**src/rtl/param_sync_fifo_pkg.sv**
```systemverilog
// Shared constants and width helper for the single-clock FIFO and its storage.
package param_sync_fifo_pkg;

  localparam int DEF_DATA_W   = 16;
  localparam int DEF_DEPTH    = 16;
  localparam int DEF_AE_LEVEL = 2;

  function automatic int clog2(input int value);
    int r;
    r = 0;
    for (int v = value - 1; v > 0; v = v >> 1) r++;
    return r;
  endfunction

  localparam int DEF_PTR_W = clog2(DEF_DEPTH);
  localparam int DEF_CNT_W = DEF_PTR_W + 1;

endpackage

```
**src/rtl/fifo_dp_ram.sv**
```systemverilog
// DEPTH x DATA_W storage: synchronous write; read port registered (1-cycle, reset to 0)
// or asynchronous (0-cycle) when FWFT is set.
module fifo_dp_ram
  import param_sync_fifo_pkg::*;
#(
  parameter int DATA_W = DEF_DATA_W,
  parameter int DEPTH  = DEF_DEPTH,
  parameter int ADDR_W = clog2(DEPTH),
  parameter bit FWFT   = 1'b0
) (
  input  logic              clk,
  input  logic              reset_n,
  input  logic              we,
  input  logic [ADDR_W-1:0] waddr,
  input  logic [DATA_W-1:0] wdata,
  input  logic              re,
  input  logic [ADDR_W-1:0] raddr,
  output logic [DATA_W-1:0] rdata
);

  logic [DATA_W-1:0] mem [DEPTH];

  always_ff @(posedge clk) begin
    if (we) mem[waddr] <= wdata;
  end

  generate
    if (FWFT) begin : g_async_rd
      // Head of queue is always visible; pop strobe and reset have no effect here.
      logic unused_ok;
      assign unused_ok = &{1'b0, reset_n, re};
      assign rdata = mem[raddr];
    end else begin : g_reg_rd
      always_ff @(posedge clk) begin
        if (!reset_n)  rdata <= '0;
        else if (re)   rdata <= mem[raddr];
      end
    end
  endgenerate

endmodule

```
**src/rtl/param_sync_fifo.sv**
```systemverilog
// Single-clock FIFO with occupancy flags and sticky overflow/underflow; 1-cycle read
// (0-cycle when PARAM_SYNC_FIFO_FWFT_EN is defined). Writes to a full FIFO are refused unless a read frees a slot.
module param_sync_fifo
  import param_sync_fifo_pkg::*;
#(
  parameter int DATA_W   = DEF_DATA_W,
  parameter int DEPTH    = DEF_DEPTH,
  parameter int AF_LEVEL = DEPTH - 2,
  parameter int AE_LEVEL = DEF_AE_LEVEL
) (
  input  logic                  clk,
  input  logic                  reset_n,
  input  logic                  wr_en,
  input  logic [DATA_W-1:0]     wr_data,
  input  logic                  rd_en,
  output logic [DATA_W-1:0]     rd_data,
  output logic                  rd_valid,
  output logic [clog2(DEPTH):0] count,
  output logic                  full,
  output logic                  empty,
  output logic                  half,
  output logic                  almost_full,
  output logic                  almost_empty,
  output logic                  overflow,
  output logic                  underflow
);

  localparam int PTR_W = clog2(DEPTH);
  localparam int CNT_W = PTR_W + 1;
`ifdef PARAM_SYNC_FIFO_FWFT_EN
  localparam bit FWFT = 1'b1;
`else
  localparam bit FWFT = 1'b0;
`endif

  if (DEPTH < 4 || (DEPTH & (DEPTH - 1)) != 0) begin : g_bad_depth
    $error("param_sync_fifo: DEPTH must be a power of 2 and at least 4");
  end

  logic [PTR_W-1:0] wr_ptr;
  logic [PTR_W-1:0] rd_ptr;
  logic             wr_ok;
  logic             rd_ok;

  // A full FIFO still takes a write when the same cycle pops the head.
  assign wr_ok = wr_en & (~full | rd_en);
  assign rd_ok = rd_en & ~empty;

  assign full         = (count == CNT_W'(DEPTH));
  assign empty        = (count == '0);
  assign half         = (count >= CNT_W'(DEPTH / 2));
  assign almost_full  = (count >= CNT_W'(AF_LEVEL));
  assign almost_empty = (count <= CNT_W'(AE_LEVEL));

  always_ff @(posedge clk) begin
    if (!reset_n) begin
      wr_ptr    <= '0;
      rd_ptr    <= '0;
      count     <= '0;
      overflow  <= 1'b0;
      underflow <= 1'b0;
    end else begin
      if (wr_ok) wr_ptr <= wr_ptr + 1'b1;
      if (rd_ok) rd_ptr <= rd_ptr + 1'b1;
      count <= count + CNT_W'(wr_ok) - CNT_W'(rd_ok);
      if (wr_en && !wr_ok) overflow  <= 1'b1;
      if (rd_en && !rd_ok) underflow <= 1'b1;
    end
  end

`ifdef PARAM_SYNC_FIFO_FWFT_EN
  assign rd_valid = ~empty;
`else
  always_ff @(posedge clk) begin
    if (!reset_n) rd_valid <= 1'b0;
    else          rd_valid <= rd_ok;
  end
`endif

  fifo_dp_ram #(
    .DATA_W (DATA_W),
    .DEPTH  (DEPTH),
    .ADDR_W (PTR_W),
    .FWFT   (FWFT)
  ) u_ram (
    .clk     (clk),
    .reset_n (reset_n),
    .we      (wr_ok & reset_n),
    .waddr   (wr_ptr),
    .wdata   (wr_data),
    .re      (rd_ok),
    .raddr   (rd_ptr),
    .rdata   (rd_data)
  );

endmodule

```
**config.mk**
```make
export PLATFORM = sky130hd
export DESIGN_NAME = param_sync_fifo
export DESIGN_NICKNAME = d
export VERILOG_FILES = /design/src/rtl/param_sync_fifo_pkg.sv /design/src/rtl/fifo_dp_ram.sv /design/src/rtl/param_sync_fifo.sv
export SDC_FILE = /design/constraint.sdc
export NUM_CORES = 1
export LEC_CHECK = 0
export CAP_MARGIN = 20
export CORE_MARGIN = 2
export CORE_UTILIZATION = 40
export DETAILED_ROUTE_END_ITERATION = 7
export MAX_ROUTING_LAYER = met4
export PLACE_DENSITY = 0.68
export RECOVER_POWER = 100
export SETUP_SLACK_MARGIN = 0.4
export SLEW_MARGIN = 0
export SYNTH_ARGS = -nofsm -noshare
export SYNTH_HDL_FRONTEND = slang
export SYNTH_SLANG_ARGS = --single-unit
```
**constraint.sdc**
```tcl
create_clock -name clk -period 3.5 [get_ports clk]
set_clock_uncertainty 0.2 [all_clocks]
set_input_delay 0.7 -clock clk [delete_from_list [all_inputs] [get_ports clk]]
set_output_delay 0.7 -clock clk [all_outputs]
set_load 0.02 [all_outputs]
```
# Yosys cells after proc, flatten, opt, wreduce, memory -nomap -nowiden
# Memory sizes are Yosys's and may differ from the RTL's. A register that Yosys moved wholly into a read port is not among the register bits.
# Cells that the tools add are included.
[word_totals]
ram_bits = 256
input_bits = 20
word_cells = 29
mem_count = 1
ff_bits = 16
out_inout_bits = 29
[op_classes]
add_sub_neg = 4
magnitude_cmp = 3
n_eq_ne = 1
n_bitwise = 6
mux = 2
n_reduce_logical = 6
[mem_list]
columns = ["memory", "words", "width", "rd", "rd_ports_with_merged_regs", "wr", "line_no", "text"]
rows = [
  ["u_ram.mem", 16, 16, 1, 1, 1, "fifo_dp_ram.sv:21", "logic [DATA_W-1:0] mem [DEPTH];"],
]
[ops]
columns = ["op", "count"]
rows = [
  ["5-bit by 4-bit >= comparator with 1-bit output, second input constant", 2],
  ["4-bit by 1-bit adder with 4-bit output, second input constant", 2],
  ["5-bit by 1-bit adder with 5-bit output", 1],
  ["5-bit == test, second input constant", 1],
  ["5-bit by 2-bit <= comparator with 1-bit output, second input constant", 1],
  ["5-bit zero test", 1],
  ["5-bit by 1-bit subtractor with 5-bit output", 1],
  ["1-bit AND", 3],
  ["1-bit zero test", 3],
  ["1-bit logical AND", 2],
  ["1-bit two-way mux", 2],
  ["1-bit inverter", 2],
  ["1-bit OR", 1],
]

# Logic depth before layout (Yosys ltp)
# Gate-level depths: netlist of run 1.
[logic_depth]
depth_word = 7
depth_mapped = 13
mapped_depth_nobuf = 13

# Cells and area by module
# Synthesis of run 1 repeated with hierarchy kept, for this count alone.
[hier_totals]
hier_cells = 714
hier_area_um2 = 11492.3
[modules_own_cells]
columns = ["module", "n_inst", "area_each_um2", "cells_per_inst", "seq_area_each_um2"]
rows = [
  ["fifo_dp_ram", 1, 10535.1, 608, 8007.7],
  ["param_sync_fifo", 1, 957.2, 106, 320.3],
]

# Worst setup path after synthesis of run 1
# No wires, ideal clock.
[synth_path]
path_kind = "register -> register"
startpoint = "register count[2]"
endpoint = "register count[4]"
path_buffers = 0
required_time_ns = 3.230
stages_incl_launch_ff = 14
period_less_slack_ns = 3.000
arrival_ns = 2.730
setup_time_ns = 0.070
setup_slack_ns = 0.500
path_cell_list = "dfxtp_1 -> inv_1 -> ha_1 -> or4b_4 -> nand2_2 -> inv_2 -> ha_1 -> inv_1 -> ha_1 -> fa_1 -> nand2b_1 -> a21oi_1 -> or3_1 -> a21oi_1"
[synth_via]
word_cells_on_any_way = 9
classes_between = "add/sub: 2; eq/ne: 1; bitwise: 5; reduce/logical: 1"
[synth_lines]
columns = ["item", "line_no", "text"]
rows = [
  ["from (decl)", "param_sync_fifo.sv:18", "output logic [clog2(DEPTH):0] count,"],
  ["from (signal assigned)", "param_sync_fifo.sv:65", "count <= count + CNT_W'(wr_ok) - CNT_W'(rd_ok);"],
  ["5-bit zero test", "param_sync_fifo.sv:50", "assign empty = (count == '0);"],
  ["1-bit inverter", "param_sync_fifo.sv:47", "assign rd_ok = rd_en & ~empty;"],
  ["1-bit AND", "param_sync_fifo.sv:47", ""],
  ["named net rd_ok", "param_sync_fifo.sv:43", "logic rd_ok;"],
  ["5-bit by 1-bit subtractor with 5-bit output", "param_sync_fifo.sv:65", ""],
]
# The timed path passes the listed nets, and every way through them passes these cells.
# A chain may end at the register's enable or synchronous reset.

# Worst setup path after layout of run 1
[layout_path]
startpoint = "register count[2]"
endpoint = "output almost_empty"
[layout_via]
elab_chain_len = 1
[layout_lines]
columns = ["item", "line_no", "text"]
rows = [
  ["5-bit by 2-bit <= comparator with 1-bit output", "param_sync_fifo.sv:53", "assign almost_empty = (count <= CNT_W'(AE_LEVEL));"],
  ["to (decl)", "param_sync_fifo.sv:23", "output logic almost_empty,"],
]
# Every way passes these cells.

==> results of run 1 <==
[routing by layer]
| metal | vias up | share of wire (%) | global-route usage, % |
|---|---|---|---|
| li1 | 2420 | - | - |
| met1 | 2914 | 41 | 20.88 |
| met2 | 172 | 52 | 28.47 |
| met3 | 44 | 5.0 | 2.163 |
| met5 | - | 0 | - |
| met4 | 0 | 2.4 | 4.495 |
[kinds of logic after synthesis]
| logic type | share of synthesized area (%) |
|---|---|
| adder cells (fa/ha/maj) | 1.969 |
| AND/OR/NAND/NOR | 3.054 |
| flip-flops | 74.47 |
| XOR/XNOR | 0.4699 |
| multiplexers | 15.84 |
| AO/OA/AOI/OAI | 2.148 |
| buffers and inverters | 2.047 |
[Yosys cell counts (2+ instances only)]
master	instances
edfxtp_1	256
mux4_2	64
mux2i_1	33
dfxtp_1	32
nor2_1	26
nand3_1	19
ha_1	16
inv_1	15
o221ai_1	14
nand2_1	10
buf_2	9
a21oi_1	7
buf_4	5
clkbuf_1	5
buf_6	4
xor2_1	4
o21ai_0	3
or3_1	3
and2_1	2
buf_1	2
nand2b_1	2
o21a_1	2
o221ai_2	2
or2_2	2
xnor2_1	2
[flip-flops by register name (all words and copies together), names as in the netlist]
register / count
wr_ptr: 4
rd_ptr: 4
count: 5
underflow: 1
u_ram.mem: 256
u_ram.rdata: 16
overflow: 1
rd_valid: 1
[stage by stage]
stage               power, mW  std cells  setup slack, ns
finish                  8.464       1041           0.3600
global route            8.807       1040           0.2231
CTS                     8.579       1038           0.4026
detailed placement      5.675        984           0.2255
global placement        5.626        984           0.2558
floorplan               5.127        551           0.4999
[where the power goes]
group / internal, mW / switching [mW] / total [mW]
logic: 0.716 / 0.756 / 1.47
clock network: 1.70 / 1.22 / 2.92
registers: 3.88 / 0.200 / 4.08
[repair_timing]
item	in CTS	in global routing
hold buffers	0	0
pin swaps	0	2
endpoints found under the setup margin	2	5
cloned	0	0
gates resized for setup	2	8
buffers inserted	0	2
[worst max path at each step]
stage / start / to / slack, ns / depth (start not counted)
finish: count[2] / almost_empty / 0.36 / 7
global route: count[3] / count[4] / 0.22 / 13
floorplan: count[2] / count[4] / 0.50 / 13
detailed placement: rd_en / count[4] / 0.23 / 11
CTS: count[2] / count[4] / 0.40 / 13
global placement: rd_en / count[4] / 0.26 / 11
[cell type report]
| cell class | instances | area (µm²) | area share, % |
|---|---|---|---|
| Clock inverter | 13 | 120.1 | 0.9185 |
| Tap cell | 378 | 473.0 | 3.617 |
| Timing Repair Buffer | 83 | 674.4 | 5.157 |
| Multi-Input combinational cell | 221 | 2633 | 20.13 |
| Sequential cell | 288 | 8334 | 63.73 |
| Clock buffer | 41 | 780.7 | 5.970 |
| Antenna cell | 1 | 2.502 | 0.01914 |
| Inverter | 16 | 60.06 | 0.4592 |
[worst register-to-register path, cell delays in order, from the launching register on]
cell      delay (ns)
dfxtp_1         0.34
inv_1           0.12
ha_1            0.18
or4b_1          0.54
nand2_4         0.10
inv_2           0.06
ha_1            0.27
inv_1           0.04
ha_2            0.18
fa_2            0.36
nand2b_1        0.08
a21oi_1         0.07
or3_1           0.30
a21oi_1         0.13
==> run metrics, run 1 <==
launch point of the worst reg-to-reg path count[3]; largest net degree at the start of global routing 33; I/O Pins 49; crit end category primary output; Synth area leaders edfxtp_1 69%, mux4_2 13%, dfxtp_1 5.7%, mux2i_1 3.0%, ha_1 1.8%; count of cell types in the netlist 37; commonest non-fill, non-tap cell in the layout edfxtp_1; Routed Antenna Nets 0; Synth async-reset ratio 0%; CTS root buffer clkbuf_16; clk slew on worst S/H paths 0.06 ns; FF-to-FF path depth 13; Critical Path RT 2.60 ns; drc violations 0; Post-DP Area 12250 µm²; die area 29310 µm²; Critical path buffers and inverters 4; global router's overall resource usage 16.57%; vias per cell 5.331; R2R Setup Slk 0.46 ns; Overflow after GRT 0; row cnt 61; Arrival @ worst endpoint 2.24 ns; starting density of the core 40.48%; dpl hpwl 13.69 mm; Max Cap Viol 0; RR Endpoint count[4]; die width 171.2 µm; Tmin final 3.140 ns; PD cells 647.2 nW/µm²; Post-synth EDFFs 256; most common flop cell mapped by yosys edfxtp_1; hold crit path type register to register; TritonRoute pass-1 iters 5; Sink Count 288; status completed; Vias 5550; GPL Wtd Cong 0.8021; Slew @ Worst Pin 1.267 ns; Max Transition Viols Final 0; synthesized area per cell 20.30 µm²; CP Launch Type register; fin crit share 89.71%; CTS tree yes; WS Path Type register to primary output; crit-path cells inv_1, buf_4, ha_1, inv_1, nor2_1, o21a_1, dlygate4sd3_1; first-pass GRT wire length 34.74 mm; Layout area overhead 16.94%; CP max FO 4; clk_lat worst skew 0.55 ns; P_leak 4.170 nW; final hold vios 0; syn nets 588; Final Core Density 47.33%; TritonCTS Buffers 29; post-DR wirelength/cell 22.26 µm; most frequent cells in the layout 256 x edfxtp_1, 64 x mux4_2, 44 x dlygate4sd3_1, 34 x clkbuf_1, 33 x mux2i_1; slowest cell delay on critical path 0.64 ns; Slew HR 15.52%; cell area after synthesis 11180 µm²; Synth Register Bits 288; Setup TNS 0 ns; WHS 0.2940 ns; top cell type's share of synthesized area 68.74%; port bufs 48; synth warn 0; Largest delay share family, worst path buffers and inverters; drt total wl 23.17 mm; register area share after synthesis 74.47%; final setup vio count 0; fin nets 676; Post-Layout Inst Area 13080 µm²; H-tree lvl count 1; HP Start u_ram.rdata[11]; hold depth 2; Crit path top cell by count inv_1; VDD IR-drop max 0.0003915 V; post-synth top area cell edfxtp_1; Iter 0 DRT Violations 467; slowest cell on the critical path dlygate4sd3_1; worst hold endpoint u_ram.rdata[11]; vias in the first global route 5697; die height 171.2 µm; Core Footprint 27630 µm²; CTS max path bufs 3; share of layout cells above drive strength 1 19.03%; FMAX 0.3185 GHz; Fill cells 2310; RSZ-0062 raised after global routing yes; initial antenna violation count 0; Mapped Cells 551
Note: power is estimated with default switching activity, not from simulation.
==> run 2: changes to the inputs <==
--- a/config.mk
+++ b/config.mk
@@ -9,6 +9,7 @@
 export CORE_MARGIN = 2
 export CORE_UTILIZATION = 40
 export DETAILED_ROUTE_END_ITERATION = 7
+export GPL_TIMING_DRIVEN = 0
 export MAX_ROUTING_LAYER = met4
 export PLACE_DENSITY = 0.68
 export RECOVER_POWER = 100
==> run 2 against run 1 <==
Net effect: via count rose by 0.61%; non-clock buffer count rose by 12; die area did not move; register-to-register slack got worse by 0.09 ns; combinational power rose by 16%; flip-flop and latch count did not move; cell area rose by 1.6%; sequential power fell by 3%; final cell count rose by 0.86%; critical path type is now input pin to register; largest cell class unchanged.
==> run metrics, run 2 (synthesized netlist as in run 1, its figures left out) <==
Overflow after GRT 0 (unchanged); final hold vios 0 (unchanged); largest net degree at the start of global routing 17 (-48%); Critical Path RT 3.50 ns (+0.90 ns); P_leak 4.295 nW (+3.0%); vias per cell 5.318 (-0.25%); overall power 8.533 mW (+0.81%); TritonCTS Buffers 28 (-3.4%); initial antenna violation count 0 (unchanged); hold crit path type register to register; slowest cell delay on critical path 0.69 ns (+0.05 ns); largest register by flop count u_ram.mem; Max Transition Viols Final 0 (unchanged); Layout area overhead 18.86%; Vias 5584 (+0.61%); WS Path Type input pin to register; Sink Count 288 (unchanged); GR Layer Usage met2 30.98% (+2.5 points); starting density of the core 40.48% (unchanged); die area 29310 µm² (unchanged); slowest cell on the critical path dlygate4sd3_1; crit end category register; Tmin final 3.240 ns (+0.09989 ns); Routed Antenna Nets 0 (unchanged); post-DR wirelength/cell 23.37 µm (+5.0%); n_diodes 0 (-1); drt total wl 24.54 mm (+5.9%); CP Launch Type input pin; row cnt 61 (unchanged); RSZ-0062 raised after global routing no; largest registers u_ram.mem: 256 flops, u_ram.rdata: 16 flops, count: 5 flops; TritonRoute pass-1 iters 4 (-1); layer with the highest usage met2; commonest non-fill, non-tap cell in the layout edfxtp_1; most frequent cells in the layout 256 x edfxtp_1, 64 x mux4_2, 45 x dlygate4sd3_1, 33 x mux2i_1, 31 x dfxtp_1; die width 171.2 µm (unchanged); CTS root buffer clkbuf_16; clk_lat worst skew 0.54 ns (about the same); GPL Wtd Cong 0.8208 (+2.3%); CTS tree yes; CP max FO 10 (+6); drc violations 0 (unchanged); share of layout cells above drive strength 1 23.66% (+4.6 points); first-pass GRT wire length 36.43 mm (+4.8%); global router's overall resource usage 17.49% (+0.92 points); met3 Use GR 2.140% (-0.023 points); Slew HR 24.67% (+9.1 points); H-tree lvl count 1 (unchanged); fin nets 687 (+1.6%); die height 171.2 µm (unchanged); Core Footprint 27630 µm² (unchanged); FMAX 0.3087 GHz (-3.1%); Fill cells 2295 (-0.65%); fin crit share 92.57% (+2.9 points); crit-path cells dlygate4sd3_1, clkbuf_1, nand3b_1, nor2_2, clkbuf_2; Max Cap Viol 0 (unchanged); Arrival @ worst endpoint 3.24 ns (+1.00 ns); dpl hpwl 16.26 mm (+19%); hold_buf cts 0 (unchanged); met1 Use GR 21.54% (+0.66 points); I/O Pins 49 (unchanged); vias in the first global route 5906 (+3.7%); PD cells 641.9 nW/µm² (-0.82%); number of flip-flops under the largest register name 256 (unchanged); final setup vio count 0 (unchanged); VDD IR-drop max 0.0004224 V (+7.9%); status completed; Iter 0 DRT Violations 540 (+16%); Slew @ Worst Pin 1.126 ns (-0.1414 ns); clk slew on worst S/H paths 0.06 ns (about the same); Final Core Density 48.11% (+0.78 points); port bufs 48 (unchanged); CTS max path bufs 3 (unchanged)
-- run 2: changes by cell type in the layout (fill, tap and decap cells not counted), sizes merged --
cell / delta
buf: +27
bufinv: -2
clkbuf: -8
clkdlybuf4s50: -1
clkinv: -6
clkinvlp: +1
diode: -1
dlygate4sd3: +1
inv: -2
-- run 2: per-layer routing --
layer	part of all wire (%)	wire [µm]
met3	4.5	1109
met4	2.3	554
met1	40	9846
met2	53	13030
met5	0	0
-- run 2: cell type report --
cell class,count,area (µm²),area share (%)
plain buffers,26,161.4,1.214
clock buffers,48,857.1,6.448
clock inverters,4,25.02,0.1883
inverters,16,67.56,0.5083
multi-input cells,221,2655,19.97
flip-flops and latches,288,8329,62.66
well taps,378,473.0,3.558
repair buffers,69,724.4,5.450
-- run 2: timing repair --
action | CTS | global route
endpoints found under the hold margin | 0 | 0
setup endpoints to repair | 3 | 4
resized for setup | 5 | 14
pin swaps | 0 | 4
buffers inserted | 0 | 5
-- run 2: path summary, 6_finish.rpt --
kind,startpoint,to,slack (ns),cells past startpoint
worst max-delay path,reset_n,u_ram.mem[4][7],0.26,5
worst min-delay path,underflow,underflow,0.27,2
worst max register to register,count[3],count[4],0.37,13
worst min register to register,underflow,underflow,0.27,2
-- run 2: critical path: cells and delay by family --
kind / cells / cell delay, ns
buffers and inverters: 3 / 1.63
and+or+nand+nor: 2 / 0.90
-- run 2: stage by stage --
step                      setup WS (ns)  std cells  setup TNS (ns)  instance area (µm²)  hold slack (ns)
after floorplan                  0.4999        551               0                11180           0.2680
after global placement          -0.6607        977         -113.70                12140           0.2487
after detailed placement       -0.02237        993         -0.2024                12420           0.2667
after CTS                        0.4491       1045               0                13300           0.2804
after global routing             0.2074       1050               0                13290           0.3121
final                            0.2601       1050               0                13290           0.2718
-- run 2: where the power goes --
| part | switching (mW) | internal (mW) |
|---|---|---|
| Clock | 1.21 | 1.65 |
| Sequential | 0.101 | 3.87 |
| Combinational | 0.915 | 0.781 |
